**config.mk**
```make
export PLATFORM = sky130hd
export DESIGN_NAME = ahb_gpio_bank
export DESIGN_NICKNAME = d
export VERILOG_FILES = /design/src/rtl/ahb_gpio_pkg.sv /design/src/rtl/ahb_gpio_bank_input_sync.sv /design/src/rtl/ahb_gpio_bank.sv
export SDC_FILE = /design/constraint.sdc
export NUM_CORES = 1
export LEC_CHECK = 0
export ABC_AREA = 1
export BUFFER_PORTS_ARGS = -buffer_cell sky130_fd_sc_hd__clkbuf_2
export CORE_MARGIN = 2
export CORE_UTILIZATION = 50
export DETAILED_ROUTE_END_ITERATION = 8
export GPL_ROUTABILITY_DRIVEN = 0
export MAX_ROUTING_LAYER = met4
export PLACE_DENSITY = 0.69
export SLEW_MARGIN = 25
export SYNTH_ARGS = -nofsm -noshare
export SYNTH_HDL_FRONTEND = slang
export SYNTH_SLANG_ARGS = --single-unit
```
**constraint.sdc**
```tcl
create_clock -name HCLK -period 14.1 [get_ports HCLK]
set_input_delay 0 -clock HCLK [delete_from_list [all_inputs] [get_ports HCLK]]
set_output_delay 0 -clock HCLK [all_outputs]
set_load 0.005 [all_outputs]
```
**src/rtl/ahb_gpio_pkg.sv**
```systemverilog
// Shared constants, error-sequencing states and byte-lane decode for ahb_gpio_bank.
package ahb_gpio_pkg;

  localparam logic [4:0] OFF_IN      = 5'h00;
  localparam logic [4:0] OFF_OUT     = 5'h04;
  localparam logic [4:0] OFF_DIR     = 5'h08;
  localparam logic [4:0] OFF_SET     = 5'h0C;
  localparam logic [4:0] OFF_CLR     = 5'h10;
  localparam logic [4:0] OFF_RISE_EN = 5'h14;
  localparam logic [4:0] OFF_FALL_EN = 5'h18;
  localparam logic [4:0] OFF_STATUS  = 5'h1C;

  localparam logic [1:0] HTRANS_IDLE   = 2'b00;
  localparam logic [1:0] HTRANS_BUSY   = 2'b01;
  localparam logic [1:0] HTRANS_NONSEQ = 2'b10;
  localparam logic [1:0] HTRANS_SEQ    = 2'b11;

  localparam logic [2:0] HSIZE_BYTE = 3'd0;
  localparam logic [2:0] HSIZE_HALF = 3'd1;
  localparam logic [2:0] HSIZE_WORD = 3'd2;

  typedef enum logic [1:0] {ST_IDLE, ST_ERR1, ST_ERR2} err_state_t;

  function automatic logic [3:0] byte_strobe(input logic [2:0] size, input logic [1:0] addr);
    logic [3:0] s;
    s = '0;
    case (size)
      HSIZE_BYTE: s = 4'b0001 << addr;
      HSIZE_HALF: s = addr[1] ? 4'b1100 : 4'b0011;
      HSIZE_WORD: s = 4'b1111;
      default:    s = '0;
    endcase
    return s;
  endfunction

  function automatic logic [31:0] lane_mask(input logic [3:0] s);
    return {{8{s[3]}}, {8{s[2]}}, {8{s[1]}}, {8{s[0]}}};
  endfunction

endpackage

```
**src/rtl/ahb_gpio_bank_input_sync.sv**
```systemverilog
// Per-bank input path: synchroniser, optional debouncer (GPIO_DEBOUNCE_EN), edge detector.
module gpio_input_sync #(
  parameter int unsigned WIDTH       = 16,
  parameter int unsigned SYNC_STAGES = 2
) (
  input  logic             clk,
  input  logic             rst,
`ifdef GPIO_DEBOUNCE_EN
  input  logic             tick,
`endif
  input  logic [WIDTH-1:0] pins,
  output logic [WIDTH-1:0] cur,
  output logic [WIDTH-1:0] rise,
  output logic [WIDTH-1:0] fall
);

  logic [WIDTH-1:0] sync_q [SYNC_STAGES];
  logic [WIDTH-1:0] prev_q;

  always_ff @(posedge clk or posedge rst) begin
    if (rst) begin
      sync_q <= '{default: '0};
    end else begin
      sync_q[0] <= pins;
      for (int unsigned i = 1; i < SYNC_STAGES; i++) sync_q[i] <= sync_q[i-1];
    end
  end

`ifdef GPIO_DEBOUNCE_EN
  logic [WIDTH-1:0] deb_q;
  logic [1:0]       cnt_q [WIDTH];

  // A pin must differ from the debounced value on 4 consecutive ticks to flip it.
  always_ff @(posedge clk or posedge rst) begin
    if (rst) begin
      deb_q <= '0;
      cnt_q <= '{default: '0};
    end else if (tick) begin
      for (int unsigned i = 0; i < WIDTH; i++) begin
        if (sync_q[SYNC_STAGES-1][i] == deb_q[i]) begin
          cnt_q[i] <= '0;
        end else if (cnt_q[i] == 2'd3) begin
          deb_q[i] <= sync_q[SYNC_STAGES-1][i];
          cnt_q[i] <= '0;
        end else begin
          cnt_q[i] <= cnt_q[i] + 2'd1;
        end
      end
    end
  end

  assign cur = deb_q;
`else
  assign cur = sync_q[SYNC_STAGES-1];
`endif

  always_ff @(posedge clk or posedge rst) begin
    if (rst) prev_q <= '0;
    else     prev_q <= cur;
  end

  assign rise = cur & ~prev_q;
  assign fall = ~cur & prev_q;

endmodule

```
**src/rtl/ahb_gpio_bank.sv**
```systemverilog
// AHB-Lite GPIO slave with NUM_BANKS banks; GPIO_DEBOUNCE_EN adds a shared debounce divisor register.
module ahb_gpio_bank
  import ahb_gpio_pkg::*;
#(
  parameter int unsigned            DATA_WIDTH  = 32,
  parameter int unsigned            ADDR_WIDTH  = 32,
  parameter logic [ADDR_WIDTH-1:0]  START_ADDR  = '0,
  parameter int unsigned            NUM_BANKS   = 4,
  parameter int unsigned            BANK_WIDTH  = 16,
  parameter int unsigned            SYNC_STAGES = 2
) (
  input  logic                            HCLK,
  input  logic                            HRESET,
  input  logic [NUM_BANKS*BANK_WIDTH-1:0] gpio_in,
  output logic [NUM_BANKS*BANK_WIDTH-1:0] gpio_out,
  output logic [NUM_BANKS*BANK_WIDTH-1:0] gpio_oe,
  output logic                            irq,
  input  logic [ADDR_WIDTH-1:0]           haddr,
  input  logic [DATA_WIDTH-1:0]           hwdata,
  output logic [DATA_WIDTH-1:0]           hrdata,
  input  logic                            hwrite,
  input  logic                            hsel,
  input  logic [1:0]                      htrans,
  input  logic [2:0]                      hsize,
  output logic                            hready,
  output logic                            hresp
);

  localparam int unsigned           NB       = NUM_BANKS;
  localparam int unsigned           BW       = BANK_WIDTH;
  localparam logic [ADDR_WIDTH-1:0] WIN_SIZE = ADDR_WIDTH'(NB * 32);

  typedef logic [BW-1:0] bank_t;

  err_state_t state_q, state_d;
  bank_t out_q [NB], dir_q [NB], ren_q [NB], fen_q [NB], sts_q [NB];
  bank_t out_d [NB], dir_d [NB], ren_d [NB], fen_d [NB], sts_d [NB];
  bank_t cur [NB], rise [NB], fall [NB];

  logic [ADDR_WIDTH-1:0] rel;
  logic [2:0]  a_bank, dp_bank;
  logic [4:0]  a_off, dp_off;
  logic        a_win, a_dbn, a_err, accept, dp_wr, sts_any;
  logic [3:0]  dp_strb;
  logic [31:0] wmask, wval, rdata;
  logic        unused_bits;

`ifdef GPIO_DEBOUNCE_EN
  logic [15:0] div_q, div_d, tick_cnt_q;
  logic        tick, dp_dbn;
`endif

  always_comb begin
    rel    = haddr - START_ADDR;
    a_bank = rel[7:5];
    a_off  = {rel[4:2], 2'b00};
    a_win  = rel < WIN_SIZE;
`ifdef GPIO_DEBOUNCE_EN
    a_dbn  = {rel[ADDR_WIDTH-1:2], 2'b00} == WIN_SIZE;
`else
    a_dbn  = 1'b0;
`endif
    a_err  = !(a_win || a_dbn) || (hsize > HSIZE_WORD)
          || (hsize == HSIZE_HALF && haddr[0])
          || (hsize == HSIZE_WORD && haddr[1:0] != 2'b00)
          || (hwrite && a_win && a_off == OFF_IN);
    accept = hsel && htrans[1] && (state_q != ST_ERR1);
  end

  always_ff @(posedge HCLK or posedge HRESET) begin
    if (HRESET) state_q <= ST_IDLE;
    else        state_q <= state_d;
  end

  always_comb begin
    state_d = state_q;
    hready  = 1'b1;
    hresp   = 1'b0;
    case (state_q)
      ST_IDLE: if (accept && a_err) state_d = ST_ERR1;
      ST_ERR1: begin
        hready  = 1'b0;
        hresp   = 1'b1;
        state_d = ST_ERR2;
      end
      ST_ERR2: begin
        hresp   = 1'b1;
        state_d = (accept && a_err) ? ST_ERR1 : ST_IDLE;
      end
      default: state_d = ST_IDLE;
    endcase
  end

  // Edge events are OR-ed in after the W1C mask so a coincident edge keeps the bit set.
  always_comb begin
    wmask   = lane_mask(dp_strb);
    wval    = hwdata & wmask;
    sts_any = 1'b0;
    for (int unsigned b = 0; b < NB; b++) begin
      out_d[b] = out_q[b];
      dir_d[b] = dir_q[b];
      ren_d[b] = ren_q[b];
      fen_d[b] = fen_q[b];
      sts_d[b] = sts_q[b] | (rise[b] & ren_q[b]) | (fall[b] & fen_q[b]);
      if (dp_wr && dp_bank == 3'(b)) begin
        case (dp_off)
          OFF_OUT:     out_d[b] = (out_q[b] & ~wmask[BW-1:0]) | wval[BW-1:0];
          OFF_DIR:     dir_d[b] = (dir_q[b] & ~wmask[BW-1:0]) | wval[BW-1:0];
          OFF_SET:     out_d[b] = out_q[b] | wval[BW-1:0];
          OFF_CLR:     out_d[b] = out_q[b] & ~wval[BW-1:0];
          OFF_RISE_EN: ren_d[b] = (ren_q[b] & ~wmask[BW-1:0]) | wval[BW-1:0];
          OFF_FALL_EN: fen_d[b] = (fen_q[b] & ~wmask[BW-1:0]) | wval[BW-1:0];
          OFF_STATUS:  sts_d[b] = (sts_q[b] & ~wval[BW-1:0])
                                | (rise[b] & ren_q[b]) | (fall[b] & fen_q[b]);
          default: ;
        endcase
      end
      sts_any = sts_any | (|sts_q[b]);
    end
  end

  // Reads sample next-state values so a read overlapping a write's data phase sees the new data.
  always_comb begin
    rdata = '0;
    for (int unsigned b = 0; b < NB; b++) begin
      if (a_win && a_bank == 3'(b)) begin
        case (a_off)
          OFF_IN:      rdata[BW-1:0] = cur[b];
          OFF_OUT:     rdata[BW-1:0] = out_d[b];
          OFF_DIR:     rdata[BW-1:0] = dir_d[b];
          OFF_RISE_EN: rdata[BW-1:0] = ren_d[b];
          OFF_FALL_EN: rdata[BW-1:0] = fen_d[b];
          OFF_STATUS:  rdata[BW-1:0] = sts_d[b];
          default:     rdata = '0;
        endcase
      end
    end
`ifdef GPIO_DEBOUNCE_EN
    if (a_dbn) rdata[15:0] = div_d;
`endif
  end

  always_ff @(posedge HCLK or posedge HRESET) begin
    if (HRESET) begin
      out_q   <= '{default: '0};
      dir_q   <= '{default: '0};
      ren_q   <= '{default: '0};
      fen_q   <= '{default: '0};
      sts_q   <= '{default: '0};
      dp_wr   <= 1'b0;
      dp_bank <= '0;
      dp_off  <= '0;
      dp_strb <= '0;
      hrdata  <= '0;
      irq     <= 1'b0;
    end else begin
      out_q   <= out_d;
      dir_q   <= dir_d;
      ren_q   <= ren_d;
      fen_q   <= fen_d;
      sts_q   <= sts_d;
      dp_wr   <= accept && !a_err && hwrite && a_win;
      dp_bank <= a_bank;
      dp_off  <= a_off;
      dp_strb <= byte_strobe(hsize, haddr[1:0]);
      hrdata  <= (accept && !a_err && !hwrite) ? rdata : '0;
      irq     <= sts_any;
    end
  end

`ifdef GPIO_DEBOUNCE_EN
  always_comb begin
    div_d = div_q;
    if (dp_dbn) div_d = (div_q & ~wmask[15:0]) | wval[15:0];
  end

  assign tick = tick_cnt_q >= div_q;

  always_ff @(posedge HCLK or posedge HRESET) begin
    if (HRESET) begin
      div_q      <= '0;
      tick_cnt_q <= '0;
      dp_dbn     <= 1'b0;
    end else begin
      div_q      <= div_d;
      tick_cnt_q <= tick ? '0 : tick_cnt_q + 16'd1;
      dp_dbn     <= accept && !a_err && hwrite && a_dbn;
    end
  end
`endif

  for (genvar g = 0; g < NB; g++) begin : g_bank
    gpio_input_sync #(
      .WIDTH      (BW),
      .SYNC_STAGES(SYNC_STAGES)
    ) u_sync (
      .clk (HCLK),
      .rst (HRESET),
`ifdef GPIO_DEBOUNCE_EN
      .tick(tick),
`endif
      .pins(gpio_in[g*BW +: BW]),
      .cur (cur[g]),
      .rise(rise[g]),
      .fall(fall[g])
    );
    assign gpio_out[g*BW +: BW] = out_q[g];
    assign gpio_oe[g*BW +: BW]  = dir_q[g];
  end

  assign unused_bits = ^{htrans[0], rel[1:0], wmask, wval};

endmodule
```
==> results.ini <==
[worst_setup_path]
cp_max_fo=46
arrival_ps=4450
r2r_start=dp_off[4]$_DFF_PP0_
reg2reg_depth=12
end_kind=register
crit_start=dp_off[4]$_DFF_PP0_
reg2reg_slack_ps=10160
r2r_end=hrdata[15]$_DFF_PP0_
cp_data_required_time_ps=14610
start_kind=register
setup.worst_path.class=register to register

[logic_synthesis]
async_reset_ff_share_pct=100.0
synth_edf_count=0
synthCells=3265
synth.most_common_cell=nand2_1
synthTopCellsByArea=dfrtp_1 53%, nand2_1 18%, nand3_1 6.1%, inv_1 4.2%, nor2_1 3.4%
netlist_area_um2=25600
syn_area_per_cell_um2=7.842
synth_top_area_share_pct=52.78
synth.largest_area_cell=dfrtp_1
synthFlopType=dfrtp_1
yosys_warnings=0
synth.distinct_cells=39
netlist_top_cells_count=1,203 x nand2_1, 540 x dfrtp_1, 312 x nand3_1
ys_seq_elements=540
ys_seq_area_share_pct=52.78

[finish]
nets=3724
area_growth_pct=17.94
drive_gt1_share_pct=12.06
multi_input_area_um2=10300
seqCellArea_um2=13510
nFillCells=4472

[drt]
dr_total_vias=24877
wl_um=93260
wl_per_cell_um=21.69
post_drt_via_cell_ratio=5.787
drc=0
detail_route.iter0.violations=3466
antenna_left=0
firstDrtPassIters=7

[global_route]
gr-total-overflow=0
antenna_found_initial=1
grt_pass1_wl_um=140800
grt_pass1_vias=23774
track_usage_pct=35.99
grt_max_degree=82

[power_and_ir_drop]
p_total_mw=3.380
ir_worst_vdd_mv=0.07672
power.static_leakage_nw=15.15
powerDensity_nw_per_um2=111.9

[floorplanning]
die_h_um=230.3
rows=82
die_area_um2=53030
io_pins=300
die_w_um=230.3
start_util_pct=50.82
core_um2=50380

[clock_tree]
numCtsBuffers=56
cts_root_buf=clkbuf_16
cts_sinks=540
cts_tree=built
path_clk_slew_ps=60
clk_latency_ps=620
cts_buffer_depth=3
postCtsSetupBuffers=0
htreeDepth=2

[sta]
drv_slew=0
hold_viol=0
tightest_slew_ps=1212
max_slew_margin_pct=19.09
setup_viol=0
finalCriticalPeriod_ps=3935
grt_setup_unrepaired=no
max_freq_ghz=0.2541
clock_skew_ps=15.26
finalCritPeriodShare_pct=27.91
tns_ps=0

[hold_path]
min_to=g_bank[1].u_sync.sync_q[22]$_DFF_PP0_
worstHoldStart=gpio_in[22]
hp-class=input port to register
holdPathStages=2

[place]
port_buffers=266
hpwl_um=65120

[run]
drv_cap=0

[status]
status=complete, no violations

layout make-up:
class / count / share of cell area (%)
antenna: 3 / 0.02486
clock buffer: 84 / 5.623
clock inverter: 16 / 0.6050
inverter: 298 / 3.717
multi-input combinational: 2295 / 34.10
sequential: 540 / 44.75
tap: 672 / 2.784
timing repair buffer: 391 / 8.399
metal layers:
metal | global-route usage (%) | vias to the layer above | wire, um
met4 | 16.11 | 0 | 4717
met5 | - | - | 0
met1 | 48.94 | 11743 | 36450
li1 | - | 11102 | -
met3 | 11.10 | 304 | 13410
met2 | 49.36 | 1728 | 38690
worst max-delay path, cell delays in order, from the launching register on:
cell	delay, ps
dfrtp_1	1060
inv_1	180
nand2_2	730
nand2_4	300
nand2_2	440
nand2_1	110
nand2_1	310
a21oi_1	110
nand2_1	100
nand2_1	50
nand2_1	130
nor2_1	110
nor2_1	200
placed cells by master, fill, tap and decap left out, types with 9 or more instances in the layout:
master | netlist | final
nand4_1 | 9 | 9
o21bai_1 | 35 | 35
a21oi_1 | 133 | 133
nor4_1 | 16 | 16
buf_4 | 33 | 24
clkbuf_16 | 0 | 57
inv_1 | 284 | 283
o21ai_1 | 41 | 41
nand3_1 | 312 | 311
conb_1 | 1 | 16
clkinv_2 | 0 | 11
a21boi_0 | 16 | 16
clkbuf_2 | 0 | 266
clkbuf_8 | 0 | 17
o21ai_0 | 100 | 100
nand2_2 | 13 | 13
o22ai_1 | 127 | 127
dfrtp_1 | 540 | 540
dlygate4sd3_1 | 0 | 97
nand2_1 | 1203 | 1203
clkbuf_1 | 49 | 10
nor2_1 | 231 | 229
flip-flops by register name, indices dropped and copies added (netlist names):
signal / flops
fen_q: 64
g_bank.u_sync.cur: 64
g_bank.u_sync.prev_q: 64
g_bank.u_sync.sync_q: 64
gpio_oe: 64
gpio_out: 64
ren_q: 64
sts_q: 64
hrdata: 16
dp_bank: 3
dp_off: 3
dp_strb: 2
state_q: 2
dp_wr: 1
irq: 1
how the worst max path moves through the flow:
stage / cells after the start / to / slack, ps
2_1_floorplan: 1 / dp_bank[0]$_DFF_PP0_ / 6760
3_3_place_gp: 12 / hrdata[1]$_DFF_PP0_ / 10450
3_5_place_dp: 12 / hrdata[15]$_DFF_PP0_ / 10410
4_1_cts: 12 / hrdata[9]$_DFF_PP0_ / 10380
5_1_grt: 12 / hrdata[15]$_DFF_PP0_ / 10020
6_report: 12 / hrdata[15]$_DFF_PP0_ / 10160
through the flow:
step           cells  area, um2  utilization (%)  hold WS [ps]  setup WS (ps)
6_report        4299      30200            59.94         25.52          10160
5_1_grt         4297      30190            59.93         24.86          10020
4_1_cts         4294      30150            59.85         1.389          10380
3_5_place_dp    4098      27310            54.21         109.7          10410
3_3_place_gp    4097      27300            54.19         107.7          10450
2_1_floorplan   3280      25660                -         31.43           6756
report_power, final:
part | switching [mW] | leakage [nW] | internal (mW) | total (mW)
logic | 0.172 | 8.79 | 0.0839 | 0.256
clock network | 0.620 | 0.936 | 0.897 | 1.52
registers | 0.0263 | 5.43 | 1.58 | 1.61
kinds of logic after synthesis:
group           count (synthesis)  synth area share (%)
compound gates                463                 10.31
fa+ha+maj                       5                0.2443
buf+inv                       445                 7.433
flops                         540                 52.78
other cells                     1               0.01465
simple gates                 1811                 29.22
repair_timing:
action                    4_1_cts  5_1_grt
hold endpoints to repair      274       18
hold buffers                   96        1
gates resized for setup         0        0
Note: power is estimated with default switching activity, not from simulation.
